File: src/rtl/operand_readout.sv
// Snapshots the four operand registers and the block result, then streams them out one nibble
// per word over a four-phase valid/ack handshake with an asynchronous host.
module operand_readout #(
    parameter int unsigned SYNC_STAGES = 2,
    parameter int unsigned TIMEOUT     = 1000,
    parameter int unsigned TO_W        = 16
) (
    input  logic       clk,
    input  logic       rst,
    input  logic       start,
    input  logic [3:0] in1,
    input  logic [3:0] in2,
    input  logic [3:0] in3,
    input  logic [3:0] in4,
    input  logic [3:0] result,
    input  logic       ack,
    output logic [3:0] dout,
    output logic [2:0] tag,
    output logic       valid,
    output logic       busy,
    output logic       done,
    output logic       err
);

    typedef enum logic [1:0] {StIdle, StSend, StRelease, StFinish} state_e;

    localparam logic [TO_W-1:0] ToLast = (TIMEOUT == 0) ? '0 : TO_W'(TIMEOUT - 1);

    state_e                 state_q, state_d;
    logic [SYNC_STAGES-1:0] sync_q;
    logic [3:0]             shadow_q [5];
    logic [2:0]             idx_q, idx_d;
    logic [TO_W-1:0]        cnt_q, cnt_d;
    logic                   err_q, err_d;
    logic                   capture;
    logic                   ack_s;
    logic                   to_hit;

    assign ack_s  = sync_q[SYNC_STAGES-1];
    assign to_hit = (TIMEOUT != 0) && (cnt_q == ToLast);

    always_ff @(posedge clk or posedge rst) begin
        if (rst) begin
            sync_q <= '0;
        end else begin
            sync_q <= {sync_q[SYNC_STAGES-2:0], ack};
        end
    end

    always_comb begin
        state_d = state_q;
        idx_d   = idx_q;
        cnt_d   = cnt_q;
        err_d   = err_q;
        capture = 1'b0;
        case (state_q)
            StIdle: begin
                if (start) begin
                    capture = 1'b1;
                    idx_d   = 3'd0;
                    cnt_d   = '0;
                    err_d   = 1'b0;
                    state_d = StSend;
                end
            end
            StSend: begin
                if (ack_s) begin
                    cnt_d   = '0;
                    state_d = StRelease;
                end else if (to_hit) begin
                    err_d   = 1'b1;
                    state_d = StIdle;
                end else begin
                    cnt_d = cnt_q + TO_W'(1);
                end
            end
            StRelease: begin
                if (!ack_s) begin
                    cnt_d = '0;
                    if (idx_q == 3'd4) begin
                        state_d = StFinish;
                    end else begin
                        idx_d   = idx_q + 3'd1;
                        state_d = StSend;
                    end
                end else if (to_hit) begin
                    err_d   = 1'b1;
                    state_d = StIdle;
                end else begin
                    cnt_d = cnt_q + TO_W'(1);
                end
            end
            StFinish: state_d = StIdle;
            default:  state_d = StIdle;
        endcase
    end

    always_ff @(posedge clk or posedge rst) begin
        if (rst) begin
            state_q <= StIdle;
            idx_q   <= 3'd0;
            cnt_q   <= '0;
            err_q   <= 1'b0;
        end else begin
            state_q <= state_d;
            idx_q   <= idx_d;
            cnt_q   <= cnt_d;
            err_q   <= err_d;
        end
    end

    // Shadow copy keeps the frame immune to operand changes after the start edge.
    always_ff @(posedge clk or posedge rst) begin
        if (rst) begin
            for (int i = 0; i < 5; i++) shadow_q[i] <= 4'd0;
        end else if (capture) begin
            shadow_q[0] <= in1;
            shadow_q[1] <= in2;
            shadow_q[2] <= in3;
            shadow_q[3] <= in4;
            shadow_q[4] <= result;
        end
    end

    always_comb begin
        case (idx_q)
            3'd0:    dout = shadow_q[0];
            3'd1:    dout = shadow_q[1];
            3'd2:    dout = shadow_q[2];
            3'd3:    dout = shadow_q[3];
            default: dout = shadow_q[4];
        endcase
    end

    assign tag   = idx_q;
    assign valid = (state_q == StSend);
    assign busy  = (state_q != StIdle);
    assign done  = (state_q == StFinish);
    assign err   = err_q;

endmodule

File: config.mk
export PLATFORM = sky130hd
export DESIGN_NAME = operand_readout
export DESIGN_NICKNAME = d
export VERILOG_FILES = /design/src/rtl/operand_readout.sv
export SDC_FILE = /design/constraint.sdc
export NUM_CORES = 1
export LEC_CHECK = 0
export ABC_CLOCK_PERIOD_IN_PS = 5870
export CORE_ASPECT_RATIO = 2
export CORE_MARGIN = 3
export CORE_UTILIZATION = 55
export DETAILED_ROUTE_END_ITERATION = 6
export MAX_ROUTING_LAYER = met4
export PLACE_DENSITY_LB_ADDON = 0.12
export SLEW_MARGIN = 20
export SYNTH_ARGS = -nofsm -noshare
export SYNTH_HDL_FRONTEND = slang
export SYNTH_SLANG_ARGS = --single-unit
File: constraint.sdc
create_clock -name clk -period 5.87 [get_ports clk]
set_clock_uncertainty 0.2 [all_clocks]
set_input_delay 1.174 -clock clk [delete_from_list [all_inputs] [get_ports clk]]
set_output_delay 1.174 -clock clk [all_outputs]
set_load 0.005 [all_outputs]
Yosys cells after proc, flatten, opt, wreduce, memory -nomap -nowiden. Index checks and enable logic that the tools add are counted.

Add/subtract/negate cells: 2. Eq/ne operators: 13. Muxes and demuxes: 23. Reductions and logical operators: 8.

Operators by type and width (count): 2-to-1 mux 16 bit (4); one-hot mux 16 bit (3 select lines) (1); adder 16 x 1 -> 16 bit (second input constant) (1); equality test 16 x 10 -> 1 bit (second input constant) (1); one-hot mux 4 bit (4 select lines) (1); 2-to-1 mux 2 bit (5); inequality test 2 bit (second input constant) (5); 2-to-1 mux 3 bit (3); one-hot mux 2 bit (4 select lines) (1); AND reduction 4 bit (2); equality test 3 x 2 -> 1 bit (second input constant) (2); 2-to-1 mux 1 bit (6); one-hot mux 3 bit (2 select lines) (1); equality test 2 bit (second input constant) (2); nonzero test 2 bit (2); adder 3 x 1 -> 3 bit (second input constant) (1); equality test 3 x 1 -> 1 bit (second input constant) (1); equality test 3 bit (second input constant) (1); logical NOT 3 bit (1); one-hot mux 1 bit (3 select lines) (1); nonzero test 3 bit (1); equality test 2 x 1 -> 1 bit (second input constant) (1); logical NOT 2 bit (1); AND reduction 2 bit (1).

Register bits: 44. Input bits: 24. Output and inout port bits: 11.

Depth between registers and ports, before layout. Gate-level depths: netlist of run 1.

Word-level depth: 4. Depth in mapped cells: 7. Mapped depth without buffers: 6.

Worst setup path before layout of run 1. No wires, ideal clock.

Kind: register to output. Start point: register idx_q[0], in the netlist tag[0]. End point: output port dout[0]. Arrival: 1.509 ns. Data required time: 4.496 ns. Path slack: 2.987 ns. Cell stages (with the launch flop): 8. Buffers on the path: 1. Path through: dfrtp_1 > inv_1 > ha_1 > clkbuf_1 > nor3_1 > o21bai_1 > nor2_1 > a21oi_1.

Cells in the longest elaborated chain, start to end: 2.

RTL lines: from (decl) (RTL line 32) `logic [2:0] idx_q, idx_d;`; from (signal assigned) (RTL line 106) `idx_q <= idx_d;`; equality test 3 x 2 -> 1 bit (tied with other cells) (RTL line 126) `case (idx_q)`; one-hot mux 4 bit (4 select lines) * (RTL line 126); to (decl) (RTL line 17) `output logic [3:0] dout,`.

Every way passes the cells marked *; elsewhere a longest branch is shown, timed or not.

Worst setup path after layout of run 1. Same ends and word-level chain as after synthesis.

==> results_dict.tcl, run 1 <==
set metrics [dict create \
    synth_top_area_share_pct 45.98 \
    synth_area_mm2 0.002395 \
    synth_cells 228 \
    cts_resized 0 \
    clkSlewWorstSetupHoldPaths_ns 0.08 \
    critical_path.max_fanout 8 \
    synth_nets 262 \
    cts_buffer_depth 2 \
    clkLatencyLatePin_ns 0.29 \
    avgSynthCellArea_um2 10.50 \
    dp_cells 306 \
    fp.dieArea_mm2 0.005230 \
    fin_cells 314 \
    overflow 0 \
    arrival_ns 2.52 \
    report.final.slew_viol_count 0 \
    postCtsSetupBuffers 0 \
    hold_violations 0 \
    fmax_mhz 256.5 \
    synth_ff_type "dfrtp_1" \
    crit_required_ns 4.50 \
    ys_async_sr_fraction_pct 100.0 \
    cap_violations 0 \
    vias 1910 \
    synth-seq-cells 44 \
    final_util_pct 69.00 \
    powerDensity_mw_per_mm2 428.6 \
    grt_pass1_wl_mm 8.976 \
    dp_hpwl_mm 3.909 \
    die_y_um 99.32 \
    peakVddDrop_mv 0.3126 \
    setup_viol 0 \
    dpl_cell_area_mm2 0.002756 \
    ys_types 50 \
    fin_tns_setup_ns 0 \
    final_cell_mix "dfrtp_1, clkdlybuf4s50_1, a21oi_1" \
    design_area_mm2 0.002849 \
    rows 33 \
    ant_nets 0 \
    critPathCaptureType "output pin" \
    first_pass_iters 4 \
    route.detailed.drc 0 \
    relSlewSlack_pct 39.83 \
    cts.sinks 44 \
    status "finished clean" \
    cts_root_buf "clkbuf_8" \
    tightest_slew_ns 0.9003 \
    start_util_pct 58.00 \
    cts-htree-levels 2 \
    antenna_found_initial 0 \
    numCtsBuffers 5 \
    antenna_cells 0 \
    hp-class "reg2reg" \
    postRouteWirelength_mm 5.343 \
    p_total_mw 1.221 \
    track_usage_pct 23.01 \
    area_growth_pct 18.97 \
    yosysTopAreaCell "dfrtp_1" \
    wl_per_cell_um 17.02 \
    path_class "reg2out" \
    ys_seq_area_share_pct 45.98 \
    final_common_cell "dfrtp_1" \
    cts_tree "built" \
    leakage_nw 1.188 \
    period_share_pct 66.41 \
    core_area_mm2 0.004129 \
    vias_per_cell 6.083 \
    yosys_warnings 0 \
    netlist_top_cells_area "dfrtp_1, mux2_2, ha_1" \
    die_x_um 52.66 \
    synth_edf_count 0 \
    port_buffers 34 \
    fin_nets 295 \
    cts.hold.buffers_added 0 \
    grt_pass1_vias 1954 \
    routabilityCongestion 0.9200 \
    pin_count 35 \
    rsz0062_at_grt "no" \
    grt_start_max_net_pins 45 \
    drt_iter0_drc 51 \
    fin_crit_ns 3.898 \
    drive_gt1_share_pct 15.65 \
    start_kind "flop" \
]
==> metrics by stage <==
stage,hold WS [ns],setup slack [ns]
5_1_grt,0.1681,1.849
2_1_floorplan,0.1312,2.987
3_5_place_dp,0.1444,2.269
4_1_cts,0.1616,2.011
6_report,0.1600,1.972
3_3_place_gp,0.1346,2.325
==> per-layer routing <==
layer | global-route usage (%) | share of wire (%)
met3 | 3.898 | 2.9
met5 | - | 0
met4 | 8.661 | 1.8
met1 | 24.48 | 39
met2 | 40.80 | 56
==> cell type report <==
type | instances | area, um^2
inverters | 12 | 45.04
clock buffers | 6 | 82.58
well taps | 52 | 65.06
flip-flops and latches | 44 | 1101
repair buffers | 35 | 347.8
fillers | 329 | 1280
clock inverters | 2 | 10.01
multi-input cells | 163 | 1197
==> cells in the mapped netlist, types with 2 or more instances <==
cell type,instances
dfrtp_1,44
a21oi_1,23
mux2_2,21
nor2_1,15
o21ai_0,14
inv_1,12
ha_1,10
nand3_1,8
a31oi_1,5
nand2_1,5
nand2b_1,5
nor3_1,5
a222oi_1,4
buf_2,4
nand4_1,4
a211oi_1,3
a21o_1,3
mux2i_1,3
nor4_1,3
o31ai_1,3
and2b_2,2
and3_2,2
and4_1,2
clkbuf_1,2
==> worst paths after layout <==
| path | start | end | slack (ns) | depth (start not counted) |
|---|---|---|---|---|
| max | tag[0] | dout[0] | 1.97 | 7 |
| min | sync_q[0] | sync_q[1] | 0.16 | 0 |
| max reg2reg | state_q[0] | cnt_q[14] | 2.99 | 6 |
| min reg2reg | sync_q[0] | sync_q[1] | 0.16 | 0 |
| max in group asynchronous | rst | cnt_q[7] | 3.98 | 3 |
| min in group asynchronous | rst | shadow_q[19] | 1.12 | 3 |
==> critical path: stages, from the launching register on <==
cell	delay, ns
dfrtp_1	0.44
inv_1	0.12
ha_1	0.34
nor3_1	0.09
o21bai_1	0.48
nor2_1	0.10
a21oi_1	0.15
clkdlybuf4s50_1	0.51
==> registers in the layout (all words and copies together), names as in the netlist <==
signal    flops
sync_q        2
shadow_q     20
tag           3
err           1
state_q       2
cnt_q        16
==> where the power goes <==
| part | switching, mW | internal (mW) |
|---|---|---|
| clock network | 0.0993 | 0.0940 |
| logic | 0.283 | 0.294 |
| registers | 0.0616 | 0.389 |
| total | 0.444 | 0.777 |
==> cells by family (layout without fill, tap and decap cells) <==
family | count (synthesis) | in the layout | share of synthesized area, %
adder cells (fa/ha/maj) | 10 | 10 | 5.225
AND/OR/NAND/NOR | 62 | 62 | 15.52
AO/OA/AOI/OAI | 65 | 65 | 16.93
flip-flops | 44 | 44 | 45.98
buffers and inverters | 21 | 55 | 4.023
multiplexers | 26 | 26 | 12.33
No activity file was read; power rests on OpenSTA's default activity.
==> inputs of run 2 (changes only) <==
- ABC_CLOCK_PERIOD_IN_PS: 5870 -> 4000
- CORE_UTILIZATION: 55 -> 54
- clock period: 5.87 -> 4 ns (I/O delays scaled with it)
==> run 2 against run 1 <==
Final area up 2.6%. Global-route usage up 0.32 points. Worst hold slack worse by 0.0038 ns. Count of clock-buffer cells in the layout down 1. Sequential share of layout area down 0.98 points. Critical path type unchanged. Critical endpoint unchanged. Largest cell class unchanged.
==> results_dict.tcl, run 2 (synthesis results as in run 1) <==
set metrics [dict create \
    clkLatencyLatePin_ns 0.29 \
    fp.dieArea_mm2 0.005319 \
    fin_nets 296 \
    path_class "reg2out" \
    die_x_um 53.09 \
    numCtsBuffers 5 \
    final_common_cell "dfrtp_1" \
    use_met2_pct 41.38 \
    relSlewSlack_pct 39.30 \
    timing.rr.end "err" \
    cts_tree "built" \
    grt_pass1_vias 2015 \
    timing.rr.start "state_q[0]" \
    antenna_found_initial 0 \
    pwr-share-seq_pct 33.6 \
    tightest_slew_ns 0.9049 \
    grt.met3_usage_pct 3.863 \
    postRouteWirelength_mm 5.417 \
    routabilityCongestion 0.9195 \
    vias_per_cell 6.060 \
    hold_violations 0 \
    busiest_layer "met2" \
    start_kind "flop" \
    setup_viol 0 \
    cts_buffer_depth 2 \
    whs_path_depth 0 \
    status "finished clean" \
    p_total_mw 1.981 \
    rsz0062_at_grt "no" \
    switching_share_pct 33.52 \
    arrival_ns 2.54 \
    vias 1909 \
    grt_start_max_net_pins 26 \
    peakVddDrop_mv 0.4393 \
    hp-class "reg2reg" \
    crit_required_ns 3.00 \
    largest_register "shadow_q" \
    r2r_setup_slack_ns 1.60 \
    grt_use_met1_pct 24.36 \
    core_area_mm2 0.004170 \
    antenna_cells 0 \
    report.final.slew_viol_count 0 \
    p_sw_mw 0.6642 \
    largest_reg_flops 20 \
    pwr-share-comb_pct 43.1 \
    first_pass_iters 4 \
    final_cell_mix "dfrtp_1, clkdlybuf4s50_1, a21oi_1" \
    fmax_mhz 282.8 \
    area_growth_pct 22.05 \
    ant_nets 0 \
    route.detailed.drc 0 \
    pin_count 35 \
    drive_gt1_share_pct 15.97 \
    port_buffers 34 \
    cts.hold.buffers_added 0 \
    fin_tns_setup_ns 0 \
    hold_end "sync_q[1]" \
    fin_crit_ns 3.536 \
    period_share_pct 88.40 \
    critPathCaptureType "output pin" \
    min-delay-start "sync_q[0]" \
    powerDensity_mw_per_mm2 677.9 \
    cts.sinks 44 \
    critical_path.max_fanout 8 \
    intPower_mw 1.317 \
    preCtsSetupSlack_ns 0.8241 \
    drt_iter0_drc 54 \
    layout_setup_ws_ns 0.4639 \
    grt_pass1_wl_mm 9.128 \
    power.share.clock_pct 23.3 \
    final_util_pct 70.09 \
    overflow 0 \
    cap_violations 0 \
    rows 33 \
    cts_resized 0 \
    dp_hpwl_mm 4.087 \
    postCtsSetupBuffers 0 \
    fillCellCount 325 \
    leakage_nw 1.220 \
    clkSlewWorstSetupHoldPaths_ns 0.08 \
    reg2reg_depth 6 \
    start_util_pct 57.43 \
    wl_per_cell_um 17.20 \
    die_y_um 100.2 \
    cts-htree-levels 2 \
    cts_root_buf "clkbuf_8" \
    track_usage_pct 23.34 \
]
-- run 2: cell types whose count changed in the layout (fill, tap and decap cells not counted) --
| cell | before | now |
|---|---|---|
| bufinv_16 | 0 | 3 |
| clkinv_2 | 2 | 0 |
| clkbuf_8 | 6 | 5 |
| buf_4 | 1 | 2 |
-- run 2: layout make-up --
type / instances / area, um^2 / area share (%)
Clock inverter: 3 / 90.09 / 3.082
Sequential cell: 44 / 1101 / 37.67
Clock buffer: 5 / 68.82 / 2.354
Multi-Input combinational cell: 163 / 1197 / 40.97
Tap cell: 52 / 65.06 / 2.226
Inverter: 12 / 45.04 / 1.541
Timing Repair Buffer: 36 / 355.3 / 12.16
-- run 2: worst max-delay path, stage by stage, from the launching register on --
cell	delay [ns]
dfrtp_1	0.44
inv_1	0.13
ha_1	0.33
nor3_1	0.09
o21bai_1	0.48
nor2_1	0.09
a21oi_1	0.16
clkdlybuf4s50_1	0.52
-- run 2: how the worst max path moves through the flow --
| stage | start | to | slack (ns) | cells after the start |
|---|---|---|---|---|
| floorplan | tag[0] | dout[0] | 1.49 | 7 |
| global placement | tag[0] | dout[3] | 0.96 | 7 |
| detailed placement | tag[0] | dout[0] | 0.82 | 7 |
| CTS | tag[0] | dout[0] | 0.49 | 7 |
| global route | tag[0] | dout[0] | 0.28 | 7 |
| finish | tag[0] | dout[0] | 0.46 | 7 |
-- run 2: stage by stage --
| step | area (um^2) | hold slack (ns) | cells |
|---|---|---|---|
| final | 2923 | 0.1562 | 315 |
| after global routing | 2923 | 0.1681 | 315 |
| after CTS | 2923 | 0.1612 | 315 |
| after detailed placement | 2764 | 0.1427 | 307 |
| after global placement | 2764 | 0.1337 | 307 |
| after floorplan | 2395 | 0.1312 | 228 |
-- run 2: power groups by stage --
| stage | sequential, mW | clock (mW) | combinational, mW |
|---|---|---|---|
| after floorplan | 0.636 | 0 | 0.570 |
| after global placement | 0.673 | 0 | 0.828 |
| after detailed placement | 0.677 | 0 | 0.852 |
| after CTS | 0.667 | 0.471 | 0.855 |
| after global routing | 0.679 | 0.485 | 0.947 |
| final | 0.666 | 0.462 | 0.854 |
-- run 2: metal layers --
| metal | part of all wire, % | vias up | routed length, um |
|---|---|---|---|
| met5 | 0 | - | 0 |
| li1 | - | 921 | - |
| met1 | 37 | 934 | 2010 |
| met4 | 1.7 | 0 | 90 |
| met3 | 3.7 | 8 | 200 |
| met2 | 58 | 46 | 3116 |
